File: config.mk
export PLATFORM = sky130hd
export DESIGN_NAME = l4_tx_line_buf_flat
export DESIGN_NICKNAME = d
export VERILOG_FILES = /design/src/rtl/l4_pkg.sv /design/src/rtl/l4_tx_line_buf_if.sv /design/src/rtl/l4_sync_fifo.sv /design/src/rtl/l4_tx_line_buf.sv /design/src/flat_wrapper.sv
export SDC_FILE = /design/constraint.sdc
export NUM_CORES = 1
export LEC_CHECK = 0
export ABC_CLOCK_PERIOD_IN_PS = 5700
export CAP_MARGIN = 20
export CORE_MARGIN = 2
export CORE_UTILIZATION = 25
export CTS_CLUSTER_DIAMETER = 30
export DETAILED_ROUTE_END_ITERATION = 8
export HOLD_SLACK_MARGIN = 0.08
export PLACE_DENSITY = 0.39
export SYNTH_ARGS = -nofsm -noshare
export SYNTH_HDL_FRONTEND = slang
export SYNTH_SLANG_ARGS = --single-unit
export TNS_END_PERCENT = 5
File: constraint.sdc
create_clock -name clk -period 5.7 [get_ports clk]
set_clock_uncertainty 0.2 [all_clocks]
set_input_delay 0.855 -clock clk [delete_from_list [all_inputs] [get_ports clk]]
set_output_delay 0.855 -clock clk [all_outputs]
set_load 0.03 [all_outputs]
File: src/rtl/l4_pkg.sv
// Shared types and constants for the Lab4 UART line buffer.
// Build option: L4_TXBUF_CRLF_EN terminates every drain with CR LF.
package l4_pkg;

  localparam int unsigned L4_DEPTH = 32;

  localparam logic [7:0] ASCII_CR = 8'h0D;
  localparam logic [7:0] ASCII_LF = 8'h0A;

  typedef enum logic [1:0] {
    ST_FILL  = 2'd0,
    ST_DRAIN = 2'd1,
    ST_CR    = 2'd2,
    ST_LF    = 2'd3
  } l4_state_e;

endpackage

File: src/rtl/l4_tx_line_buf_if.sv
// Cipher-side capture, print request and UART-side handshake of the line buffer.
interface l4_tx_line_buf_if
  import l4_pkg::*;
#(
  parameter int unsigned DEPTH = L4_DEPTH
);
  localparam int unsigned AW = $clog2(DEPTH);

  logic [7:0] in_data;
  logic       in_data_rdy;
  logic       print_buf;
  logic       tx_ready;
  logic       tx_valid;
  logic [7:0] tx_data;
  logic [AW:0] count;
  logic       overflow;
  logic       busy;

  modport master (
    output in_data, in_data_rdy, print_buf, tx_ready,
    input  tx_valid, tx_data, count, overflow, busy
  );

  modport slave (
    input  in_data, in_data_rdy, print_buf, tx_ready,
    output tx_valid, tx_data, count, overflow, busy
  );

endinterface

File: src/rtl/l4_sync_fifo.sv
// Byte FIFO with registered read port; read address looks ahead on pop so the
// next entry is available one cycle after the pop.
module l4_sync_fifo #(
  parameter  int unsigned DEPTH = 32,
  localparam int unsigned AW    = $clog2(DEPTH),
  localparam int unsigned CW    = AW + 1
) (
  input  logic          clk,
  input  logic          rst,
  input  logic          i_push,
  input  logic [7:0]    i_wr_data,
  input  logic          i_pop,
  output logic [7:0]    o_rd_data,
  output logic [CW-1:0] o_count,
  output logic          o_full_c
);

  logic [7:0]    r_mem [DEPTH];
  logic [AW-1:0] r_wr_ptr;
  logic [AW-1:0] r_rd_ptr;
  logic [CW-1:0] r_count;
  logic [7:0]    r_rd_data;
  logic [AW-1:0] w_rd_addr;

  assign w_rd_addr = i_pop ? r_rd_ptr + AW'(1) : r_rd_ptr;

  always_ff @(posedge clk) begin
    if (i_push) r_mem[r_wr_ptr] <= i_wr_data;
  end

  always_ff @(posedge clk or negedge rst) begin
    if (!rst) begin
      r_wr_ptr  <= '0;
      r_rd_ptr  <= '0;
      r_count   <= '0;
      r_rd_data <= 8'h00;
    end else begin
      r_rd_data <= r_mem[w_rd_addr];
      if (i_push) r_wr_ptr <= r_wr_ptr + AW'(1);
      if (i_pop)  r_rd_ptr <= r_rd_ptr + AW'(1);
      case ({i_push, i_pop})
        2'b10:   r_count <= r_count + CW'(1);
        2'b01:   r_count <= r_count - CW'(1);
        default: r_count <= r_count;
      endcase
    end
  end

  assign o_rd_data = r_rd_data;
  assign o_count   = r_count;
  assign o_full_c  = (r_count == CW'(DEPTH));

endmodule

File: src/rtl/l4_tx_line_buf.sv
// Line buffer between the Lab4 cipher and the UART: captures bytes, drains a
// snapshot of them on print. Build option: L4_TXBUF_CRLF_EN appends CR LF.
module l4_tx_line_buf
  import l4_pkg::*;
#(
  parameter int unsigned DEPTH = L4_DEPTH
) (
  input logic              clk,
  input logic              rst,
  l4_tx_line_buf_if.slave  bus
);

  localparam int unsigned AW = $clog2(DEPTH);
  localparam int unsigned CW = AW + 1;

  logic [CW-1:0] w_count;
  logic          w_full;
  logic          w_push;
  logic          w_pop;
  logic [7:0]    w_rd_data;

  l4_state_e     r_state;
  logic [CW-1:0] r_remaining;
  logic          r_tx_valid;
  logic [7:0]    r_tx_data;
  logic          r_overflow;
  logic          r_busy;

  assign w_push = bus.in_data_rdy & ~w_full;
  assign w_pop  = r_tx_valid & bus.tx_ready & (r_state == ST_DRAIN);

  l4_sync_fifo #(.DEPTH(DEPTH)) u_fifo (
    .clk       (clk),
    .rst       (rst),
    .i_push    (w_push),
    .i_wr_data (bus.in_data),
    .i_pop     (w_pop),
    .o_rd_data (w_rd_data),
    .o_count   (w_count),
    .o_full_c  (w_full)
  );

  // Drain sequencer; each byte is loaded one cycle after the previous transfer.
  always_ff @(posedge clk or negedge rst) begin
    if (!rst) begin
      r_state     <= ST_FILL;
      r_remaining <= '0;
      r_tx_valid  <= 1'b0;
      r_tx_data   <= 8'h00;
      r_overflow  <= 1'b0;
      r_busy      <= 1'b0;
    end else begin
      case (r_state)
        ST_FILL: begin
          if (bus.print_buf) begin
            r_remaining <= w_count;
            r_busy      <= 1'b1;
`ifdef L4_TXBUF_CRLF_EN
            r_state     <= (w_count == '0) ? ST_CR : ST_DRAIN;
`else
            r_state     <= ST_DRAIN;
`endif
          end
        end
        ST_DRAIN: begin
          if (!r_tx_valid) begin
            if (r_remaining == '0) begin
              r_state <= ST_FILL;
              r_busy  <= 1'b0;
            end else begin
              r_tx_data  <= w_rd_data;
              r_tx_valid <= 1'b1;
            end
          end else if (bus.tx_ready) begin
            r_tx_valid  <= 1'b0;
            r_remaining <= r_remaining - CW'(1);
            if (r_remaining == CW'(1)) begin
`ifdef L4_TXBUF_CRLF_EN
              r_state    <= ST_CR;
`else
              r_state    <= ST_FILL;
              r_busy     <= 1'b0;
              r_overflow <= 1'b0;
`endif
            end
          end
        end
`ifdef L4_TXBUF_CRLF_EN
        ST_CR: begin
          if (!r_tx_valid) begin
            r_tx_data  <= ASCII_CR;
            r_tx_valid <= 1'b1;
          end else if (bus.tx_ready) begin
            r_tx_valid <= 1'b0;
            r_state    <= ST_LF;
          end
        end
        ST_LF: begin
          if (!r_tx_valid) begin
            r_tx_data  <= ASCII_LF;
            r_tx_valid <= 1'b1;
          end else if (bus.tx_ready) begin
            r_tx_valid <= 1'b0;
            r_state    <= ST_FILL;
            r_busy     <= 1'b0;
            r_overflow <= 1'b0;
          end
        end
`endif
        default: begin
          r_state    <= ST_FILL;
          r_tx_valid <= 1'b0;
          r_busy     <= 1'b0;
        end
      endcase
      // A dropped byte outranks the end-of-drain clear.
      if (bus.in_data_rdy && w_full) r_overflow <= 1'b1;
    end
  end

  assign bus.tx_valid = r_tx_valid;
  assign bus.tx_data  = r_tx_data;
  assign bus.count    = w_count;
  assign bus.overflow = r_overflow;
  assign bus.busy     = r_busy;

endmodule

File: src/flat_wrapper.sv
// flat-port wrapper written by rule: the top's interface ports become plain ports
module l4_tx_line_buf_flat import l4_pkg::*;
#(
  parameter int unsigned DEPTH = L4_DEPTH
)
  (clk, rst, bus_in_data, bus_in_data_rdy, bus_print_buf, bus_tx_ready, bus_tx_valid, bus_tx_data, bus_count, bus_overflow, bus_busy);
  l4_tx_line_buf_if #(.DEPTH(DEPTH)) bus_i ();
  input logic clk;
  input logic rst;
  input wire logic [$bits(bus_i.in_data)-1:0] bus_in_data;
  input wire logic [$bits(bus_i.in_data_rdy)-1:0] bus_in_data_rdy;
  input wire logic [$bits(bus_i.print_buf)-1:0] bus_print_buf;
  input wire logic [$bits(bus_i.tx_ready)-1:0] bus_tx_ready;
  output wire logic [$bits(bus_i.tx_valid)-1:0] bus_tx_valid;
  output wire logic [$bits(bus_i.tx_data)-1:0] bus_tx_data;
  output wire logic [$bits(bus_i.count)-1:0] bus_count;
  output wire logic [$bits(bus_i.overflow)-1:0] bus_overflow;
  output wire logic [$bits(bus_i.busy)-1:0] bus_busy;
  assign bus_i.in_data = bus_in_data;
  assign bus_i.in_data_rdy = bus_in_data_rdy;
  assign bus_i.print_buf = bus_print_buf;
  assign bus_i.tx_ready = bus_tx_ready;
  assign bus_tx_valid = bus_i.tx_valid;
  assign bus_tx_data = bus_i.tx_data;
  assign bus_count = bus_i.count;
  assign bus_overflow = bus_i.overflow;
  assign bus_busy = bus_i.busy;
  l4_tx_line_buf #(.DEPTH(DEPTH)) u_core (.clk(clk), .rst(rst), .bus(bus_i));
endmodule
==> results.txt <==
----------------------------------------------------
[Outcome]
  Outcome ... complete, no violations

[Timing]
  Fmax achieved ... roughly 0.28 GHz
  TNS Setup ... 0 ns
  Final cycle utilization of the critical path ... a little over three fifths
  Final hold violations ... 0
  Worst slack on hold paths ... about 0.28 ns
  Fin. max-slew vios ... 0
  Tmin final ... 3.573 ns
  Worst Slack Setup Final ... between 2 and 2.5 ns
  RSZ-0062 raised after global routing ... false
  Finish-stage setup viols ... 0
  Normalized max-slew margin ... 28.19%
  Slew @ Worst Pin ... about 1.1 ns

[Global routing]
  Largest net degree at the start of global routing ... 66
  GR Util All Layers ... 12.54%
  Met1 Use GR ... between 10% and 20%
  Remaining Overflow, GRT ... 0
  Number of antenna violations at the first check in global routing ... 0
  Vias in the first global route ... 6,915
  Met2 usage in global routing ... roughly a fifth
  Layer with the highest usage ... met2
  Global routing met3 resource utilization ... under 10%
  Wire length of the first global-routing pass ... ~46,000 µm

[Pwr]
  Total power divided by cell area ... about 630 nW/µm²
  Overall power after layout ... ~9.7 mW
  Worst supply voltage drop on vdd ... 0.0005180 V
  Leak Pwr ... around 5.2 nW

[Floorplan]
  Initial cell density of the core ... 25.16%
  Area of the core ... approximately 47,000 µm²
  Vert. Die Dim ... between 200 and 250 µm
  Ports placed on the boundary ... 30
  Full die area ... around 50,000 µm²
  Placement Rows ... 80
  DIE WIDTH ... about 220 µm

[Synthesis]
  Number of enable-type register cells in the synthesized netlist ... between 200 and 300
  Post-synth net total ... 680
  Leading post-synthesis cells by instance count ... edfxtp_1, mux4_2, nor2_1
  Seq cells post-synth ... between 200 and 300
  Cell area after technology mapping ... around 12,000 µm²
  Yosys warning count ... 0
  Count of unique library cells instantiated by Yosys ... 45
  Proportion of synthesized chip area in sequential cells ... 73.00%
  Syn Inst Count ... ~660
  Top_reg_cell synth ... edfxtp_1
  Post-synthesis cell type with the largest combined area ... edfxtp_1
  Top cell type's share of synthesized area ... between 60% and 70%
  Average size of a mapped cell ... approximately 18 µm²
  Biggest area contributors in the synthesized netlist ... edfxtp_1, mux4_2, dfrtp_1
  FFs w/ async S/R, synth ... about 14%
  Most common cell in the netlist ... edfxtp_1

[Cells and area]
  Filler instances ... 4,619
  Antenna diode count ... 0
  Nets@finish ... 764
  Layout cell share with drive strength beyond 1 ... between 20% and 30%
  Final instance area ... roughly 16,000 µm²
  Number of standard cells in the layout, taps in and fillers out ... around 1.4k
  Area Overhead vs Synth ... 29.93%
  Layout Utilization ... 32.69%

[Worst hold path]
  Class of the tightest hold or removal check ... flip-flop to flip-flop

[CTS]
  Clock latency reported for the late side of the worst-skew pair ... around 0.57 ns
  Num CTS Buffers ... 70
  Bufs on Longest Clock Path ... 3
  Buffer cell driving the clock tree root ... clkbuf_16
  Num Clock Sinks ... 297
  Number of setup buffers added after CTS ... 0
  Clock tree from TritonCTS ... done
  Total number of H-tree levels ... 3
  Post-cts sizing count ... 0
  Clock transition at the registers of the reported paths ... approximately 0.040 ns

[Worst setup path]
  Kind of start point of the critical path ... input pin
  WP data required ... between 5 and 6 ns
  Crit-path max FO ... 27
  Worst EP arrival ... between 3 and 4 ns
  Worst Path Buf+Inv ... 2
  Type of the worst setup path ... input pin to flip-flop
  Ordered cell list for the critical path ... clkdlybuf4s50_1 > nand4_1 > xnor2_2 > buf_12 > mux4_2 > nand4_1 > and4_1 > nand4_1
  Cell type with the highest occurrence count on the critical path ... nand4_1
  Critical Path Sink Type ... flip-flop
  Crit path largest cell delay ... between 0.8 and 0.9 ns
  Slowest library cell on the worst path ... xnor2_2
  Largest delay share family, worst path ... XOR/XNOR gates

[Place]
  Port buffer count ... 29
  Pre-CTS setup slack ... 1.387 ns
  Number of placed cells counting well taps ... around 1.3k
  Final estimated routing congestion in global placement ... around 0.75
  Half-perimeter wire length after placement ... 18,230 µm
  Instance area after placement ... around 13,000 µm²

[Route]
  First-pass iteration count of the detailed router ... 4
  Post-DRT Antenna Nets ... 0
  Sum of routed wire length over all layers ... between 30,000 and 40,000 µm
  Drt via density ... between 4 and 5
  Initial DRC count ... 434
  Number of vias in the routed layout ... roughly 6.5k
  # DRC ... 0
  Detail-routed net length per standard cell ... approximately 21 µm

[Job]
  Max-capacitance violation count ... 0

----------------------------------------------------
-- state kept, by name, indices dropped and copies added (netlist names) --
register,cells
u_core.r_remaining,6
u_core.u_fifo.r_mem,256
u_core.bus.busy,1
u_core.u_fifo.o_rd_data,8
u_core.bus.tx_data,8
u_core.bus.overflow,1
u_core.u_fifo.o_count,6
u_core.bus.tx_valid,1
u_core.u_fifo.r_wr_ptr,5
u_core.u_fifo.r_rd_ptr,5
-- repair_timing --
| action | CTS | global route |
|---|---|---|
| hold endpoints to repair | 0 | 10 |
| setup endpoints to repair | 0 | 0 |
| hold buffers | 0 | 1 |
-- cells by family after synthesis --
family                   Yosys count  synth area share, %
flip-flops                       297                73.00
AND/OR/NAND/NOR                  173                7.715
multiplexers                      74                13.04
buffers and inverters             48                1.981
AO/OA/AOI/OAI                     38                2.013
XOR/XNOR                          15                1.101
adder cells (fa/ha/maj)           11                1.153
-- layout make-up --
class | count | area (µm²) | area share (%)
Sequential cell | 297 | 8713 | 56.18
Multi-Input combinational cell | 311 | 3009 | 19.40
Clock buffer | 84 | 1898 | 12.24
Tap cell | 615 | 769.5 | 4.962
Clock inverter | 43 | 556.8 | 3.590
Timing Repair Buffer | 49 | 515.5 | 3.324
Inverter | 11 | 46.29 | 0.2985
-- per-layer routing --
| layer | wire length [µm] | part of all wire (%) |
|---|---|---|
| met5 | 0 | 0 |
| met4 | 538 | 1.8 |
| met2 | 15090 | 50 |
| met1 | 13120 | 43 |
| met3 | 1501 | 5.0 |
-- cells in the final DEF (no fill, tap or decap), types with 9 or more instances in the layout --
cell type / count
a31oi_1: 9
buf_4: 12
bufinv_16: 12
clkbuf_16: 73
clkdlybuf4s50_1: 28
clkinv_2: 13
dfrtp_1: 41
edfxtp_1: 256
ha_1: 11
inv_1: 9
mux2_2: 9
mux4_2: 64
nand2_1: 20
nand3_1: 21
nand4_1: 44
nor2_1: 51
o21ai_0: 10
-- worst paths after layout --
path	depth (start not counted)	slack [ns]	start	end
setup / recovery	8	2.13	bus_tx_ready	u_core.u_fifo.o_rd_data[2]
min in group asynchronous	2	0.54	rst	u_core.u_fifo.o_count[3]
hold reg to reg	1	0.28	u_core.u_fifo.o_rd_data[6]	u_core.bus.tx_data[6]
setup reg to reg	7	2.32	u_core.bus.busy	u_core.u_fifo.o_rd_data[2]
hold / removal	1	0.28	u_core.u_fifo.o_rd_data[6]	u_core.bus.tx_data[6]
max in group asynchronous	3	4.29	rst	u_core.r_remaining[1]
-- power by group --
| part | internal [mW] | switching (mW) | total, mW |
|---|---|---|---|
| clock | 2.90 | 1.21 | 4.10 |
| sequential | 2.64 | 0.213 | 2.86 |
| combinational | 1.17 | 1.56 | 2.74 |
| total | 6.71 | 2.98 | 9.70 |
No activity file was read; power rests on OpenSTA's default activity.
==> RTL change 1, RTL diff (same settings) <==
Add a define of `L4_TXBUF_CRLF_EN`.
--- a/src/rtl/l4_tx_line_buf.sv
+++ b/src/rtl/l4_tx_line_buf.sv
@@ -1,5 +1,7 @@
 // Line buffer between the Lab4 cipher and the UART: captures bytes, drains a
 // snapshot of them on print. Build option: L4_TXBUF_CRLF_EN appends CR LF.
+`define L4_TXBUF_CRLF_EN
+
 module l4_tx_line_buf
   import l4_pkg::*;
 #(
Check against the original RTL: not equivalent (Yosys sat finds a counterexample within 4 cycles, from zero or initial values and one cycle with rst low).
==> RTL change 1 against the unedited design <==
Die area up 3.5%; sequential cell count up 2; register-to-register slack worse by 190 ps; synthesized cell count up 44%; wire length up 14%; global-route usage up 1.4 points; worst hold slack worse by 100 ps; worst setup slack better by 4.7 ps; design area up 2.0%; total power up 1.9%; synthesized area up 3.5%; sequential power up 1%; largest power group unchanged.
==> RTL change 1: results (changes against the unedited design) <==
* Relative slew slack at 0.3125 (was 0.2819)
* Initial drt markers at 624 (was 434)
* Share of post-route cells with drive strength above 1 at 0.1468 (was 0.2730)
* Dpl cells at 1603 (was 1278)
* DP Worst Slack at 1539 ps (was 1387 ps)
* WP data arrival at 3800 ps (was 3780 ps)
* Power Clock at 3.98 mW (was 4.10 mW)
* Drt wl/cell at 19.87 um (was 21.46 um)
* Syn Area/Cell at 13.09 um2 (was 18.20 um2)
* Vias at 7827 (was 6477)
* Area contributors post-synth: edfxtp_1, dfrtp_1, nand2_1 (was edfxtp_1, mux4_2, dfrtp_1)
* CP peak stage delay at 600 ps (was 870 ps)
* Cell variety after synth at 54 (was 45)
* Dpl cell area at 0.01340 mm2 (was 0.01297 mm2)
* All-Layer GR Usage at 0.1396 (was 0.1254)
* CP delay by family, top: simple AND/OR/NAND/NOR gates (was XOR/XNOR gates)
* Peak VDD IR at 0.6274 mV (was 0.5180 mV)
* Syn_nets at 968 (was 680)
* Routed wire length at 34580 um (was 30260 um)
* R2R Setup Slk at 2130 ps (was 2320 ps)
* CTS Buf Count at 75 (was 70)
* Area of the multi-input gates at 0.003277 mm2 (was 0.003009 mm2)
* GP Congestion at 0.7671 (was 0.7546)
* Clk_lat worst skew at 570 ps (about the same)
* Setup repair bufs after CTS at 0 (unchanged)
* FF-to-FF path depth at 12 (was 7)
* Worst r2r src: u_core.u_fifo.o_count[1] (was u_core.bus.busy)
* First-pass GRT wire length at 52320 um (was 45540 um)
* Lkg Pwr at 5.507 nW (was 5.218 nW)
* Combinational group power at 3.00 mW (was 2.74 mW)
* Number of global-route vias before repair at 8074 (was 6915)
* Reg-to-Reg End: u_core.u_fifo.o_count[5] (was u_core.u_fifo.o_rd_data[2])
* Slowest-stage cell, CP: or4_1 (was xnor2_2)
* Drt first pass iters at 5 (was 4)
* Synth cell count leaders: edfxtp_1, nand2_1, nand3_1 (was edfxtp_1, mux4_2, nor2_1)
* Largest net degree at the start of global routing at 107 (was 66)
* Sequential fraction of the synthesis area at 0.7091 (was 0.7300)
* DP HPWL at 20240 um (was 18230 um)
* # fillers at 4912 (was 4619)
* Worst hold path type: input port to asynchronous set/reset pin (was flip-flop to flip-flop)
* Root Driver: clkbuf_16 (unchanged)
* Final hold slack at 178.8 ps (was 281.5 ps)
* Final #Nets at 1040 (was 764)
* Max Fanout on Critical Path at 11 (was 27)
* Status: finished clean (unchanged)
* Post-synth ARST share at 0.1438 (was 0.1380)
==> RTL change 1: cells by family (layout without fill, tap and decap cells) <==
group | Yosys count | after routing | synth area share
AO/OA/AOI/OAI | 122 | 122 | 0.07108
XOR/XNOR | 17 | 17 | 0.01357
adder cells (fa/ha/maj) | 11 | 11 | 0.01114
buffers and inverters | 72 | 204 | 0.02896
flip-flops | 299 | 299 | 0.7091
multiplexers | 35 | 35 | 0.02845
AND/OR/NAND/NOR | 388 | 388 | 0.1377
==> RTL change 1: worst max-delay path by stage <==
stage / from / end / slack [ps] / cells past startpoint
3_3_place_gp: bus_tx_ready / u_core.u_fifo.o_rd_data[1] / 1580 / 9
2_1_floorplan: u_core.u_fifo.o_count[1] / u_core.u_fifo.o_count[5] / 2290 / 13
6_report: u_core.u_fifo.o_count[1] / u_core.u_fifo.o_count[5] / 2130 / 12
5_1_grt: bus_tx_ready / u_core.u_fifo.o_rd_data[1] / 1850 / 9
4_1_cts: bus_tx_ready / u_core.u_fifo.o_rd_data[1] / 2120 / 9
3_5_place_dp: bus_tx_ready / u_core.u_fifo.o_rd_data[1] / 1540 / 9
==> RTL change 1: area by class of cell <==
type | instances | area share
Sequential cell | 299 | 0.5541
Multi-Input combinational cell | 573 | 0.2072
Clock buffer | 84 | 0.1222
Tap cell | 664 | 0.05253
Clock inverter | 53 | 0.03038
Timing Repair Buffer | 49 | 0.02911
Inverter | 18 | 0.004509
==> RTL change 1: routing by layer <==
metal	wire, um	vias up	track usage
li1	-	3673	-
met1	16300	3914	0.1913
met2	15900	197	0.2153
met3	1708	43	0.03460
met4	670	0	0.04754
met5	0	-	0
==> RTL change 2, RTL diff (same settings) <==
Made on the original files. Re-encode `l4_state_e` (4 states) as one-hot, 4 bits wide.
--- a/src/rtl/l4_pkg.sv
+++ b/src/rtl/l4_pkg.sv
@@ -7,11 +7,11 @@
   localparam logic [7:0] ASCII_CR = 8'h0D;
   localparam logic [7:0] ASCII_LF = 8'h0A;
 
-  typedef enum logic [1:0] {
-    ST_FILL  = 2'd0,
-    ST_DRAIN = 2'd1,
-    ST_CR    = 2'd2,
-    ST_LF    = 2'd3
+  typedef enum logic [3:0] {
+    ST_FILL  = 4'b0001,
+    ST_DRAIN = 4'b0010,
+    ST_CR    = 4'b0100,
+    ST_LF    = 4'b1000
   } l4_state_e;
 
 endpackage
Check against the original RTL: no difference found for any inputs over 4 cycles, from zero or initial values and one cycle with rst low; so few cycles prove little.
==> RTL change 2 against the unedited design <==
Total power shrank 7.4%; critical endpoint is now u_core.u_fifo.o_rd_data[0]; largest cell class unchanged; wire length up 32%; worst setup slack got worse by 310 ps; design area rose by 8.5%; cell count increased by 27%; first-iteration DRC count grew 45%; sequential cell count up 1; highest routed layer unchanged; synthesized area grew 12%.
==> RTL change 2: results (changes against the unedited design) <==
* Number of global-route vias before repair at 8743 (was 6915)
* Drt first pass iters at 5 (was 4)
* Dpl cell area at 0.01434 mm2 (was 0.01297 mm2)
* Cell variety after synth at 54 (was 45)
* Final Critical Period at 3881 ps (was 3573 ps)
* Synth cell count leaders: edfxtp_1, nand2_1, mux2i_1 (was edfxtp_1, mux4_2, nor2_1)
* Reg-to-Reg End: u_core.u_fifo.o_rd_data[5] (was u_core.u_fifo.o_rd_data[2])
* Lkg Pwr at 5.781 nW (was 5.218 nW)
* Final hold slack at 181.7 ps (was 281.5 ps)
* Initial drt markers at 629 (was 434)
* Slowest-stage cell, CP: a221oi_1 (was xnor2_2)
* Final #Nets at 1069 (was 764)
* Status: finished clean (unchanged)
* Dpl cells at 1654 (was 1278)
* CP delay by family, top: buffers and inverters (was XOR/XNOR gates)
* GP Congestion at 0.7644 (was 0.7546)
* Share of post-route cells with drive strength above 1 at 0.1566 (was 0.2730)
* All-Layer GR Usage at 0.1448 (was 0.1254)
* Peak VDD IR at 0.2315 mV (was 0.5180 mV)
* First-pass GRT wire length at 58560 um (was 45540 um)
* Sequential fraction of the synthesis area at 0.6550 (was 0.7300)
* Worst r2r src: u_core.u_fifo.r_rd_ptr[0] (was u_core.bus.busy)
* Syn Area/Cell at 13.60 um2 (was 18.20 um2)
* Clk_lat worst skew at 590 ps (was 570 ps)
* Post-synth ARST share at 0.1409 (was 0.1380)
* Worst hold path type: input port to asynchronous set/reset pin (was flip-flop to flip-flop)
* Relative slew slack at 0.3332 (was 0.2819)
* Power Clock at 4.11 mW (was 4.10 mW)
RTL change 2: cell count changes after synthesis, moves of 15 or more:
cell	before	now
nand4_1	44	1
nand2_1	20	138
a22o_1	0	16
mux2i_1	0	113
a221oi_1	2	40
mux4_2	64	0
a21oi_1	7	22
RTL change 2: metal layers:
| layer | global-route usage | up-vias | share of wire |
|---|---|---|---|
| met3 | 0.03924 | 82 | 0.052 |
| met2 | 0.2281 | 221 | 0.47 |
| met1 | 0.1910 | 4312 | 0.45 |
| li1 | - | 3976 | - |
| met5 | 0 | - | 0 |
| met4 | 0.05140 | 0 | 0.027 |
RTL change 2: how the worst max path moves through the flow:
| stage | depth (start not counted) | endpoint | startpoint |
|---|---|---|---|
| floorplan | 12 | u_core.u_fifo.o_count[4] | u_core.u_fifo.o_count[1] |
| global placement | 8 | u_core.u_fifo.o_rd_data[6] | bus_tx_ready |
| detailed placement | 8 | u_core.u_fifo.o_rd_data[0] | bus_tx_ready |
| CTS | 8 | u_core.u_fifo.o_rd_data[0] | bus_tx_ready |
| global route | 8 | u_core.u_fifo.o_rd_data[6] | bus_tx_ready |
| finish | 8 | u_core.u_fifo.o_rd_data[0] | bus_tx_ready |
RTL change 2: kinds of logic after synthesis:
group                    count (synthesis)  share of synthesized area
XOR/XNOR                                14                    0.01032
flip-flops                             298                     0.6550
buffers and inverters                   78                    0.03029
adder cells (fa/ha/maj)                 11                    0.01031
AND/OR/NAND/NOR                        273                    0.09199
AO/OA/AOI/OAI                          183                     0.1072
multiplexers                           124                    0.09490
RTL change 2: final cells by class:
type                       count  area, um2  share of cell area
sequential                   298       8743              0.5197
multi-input combinational    605       4237              0.2518
clock buffer                  86       1971              0.1171
tap                          688      860.8             0.05116
clock inverter                52      504.2             0.02997
timing repair buffer          51      457.9             0.02722
inverter                      13      51.30            0.003049
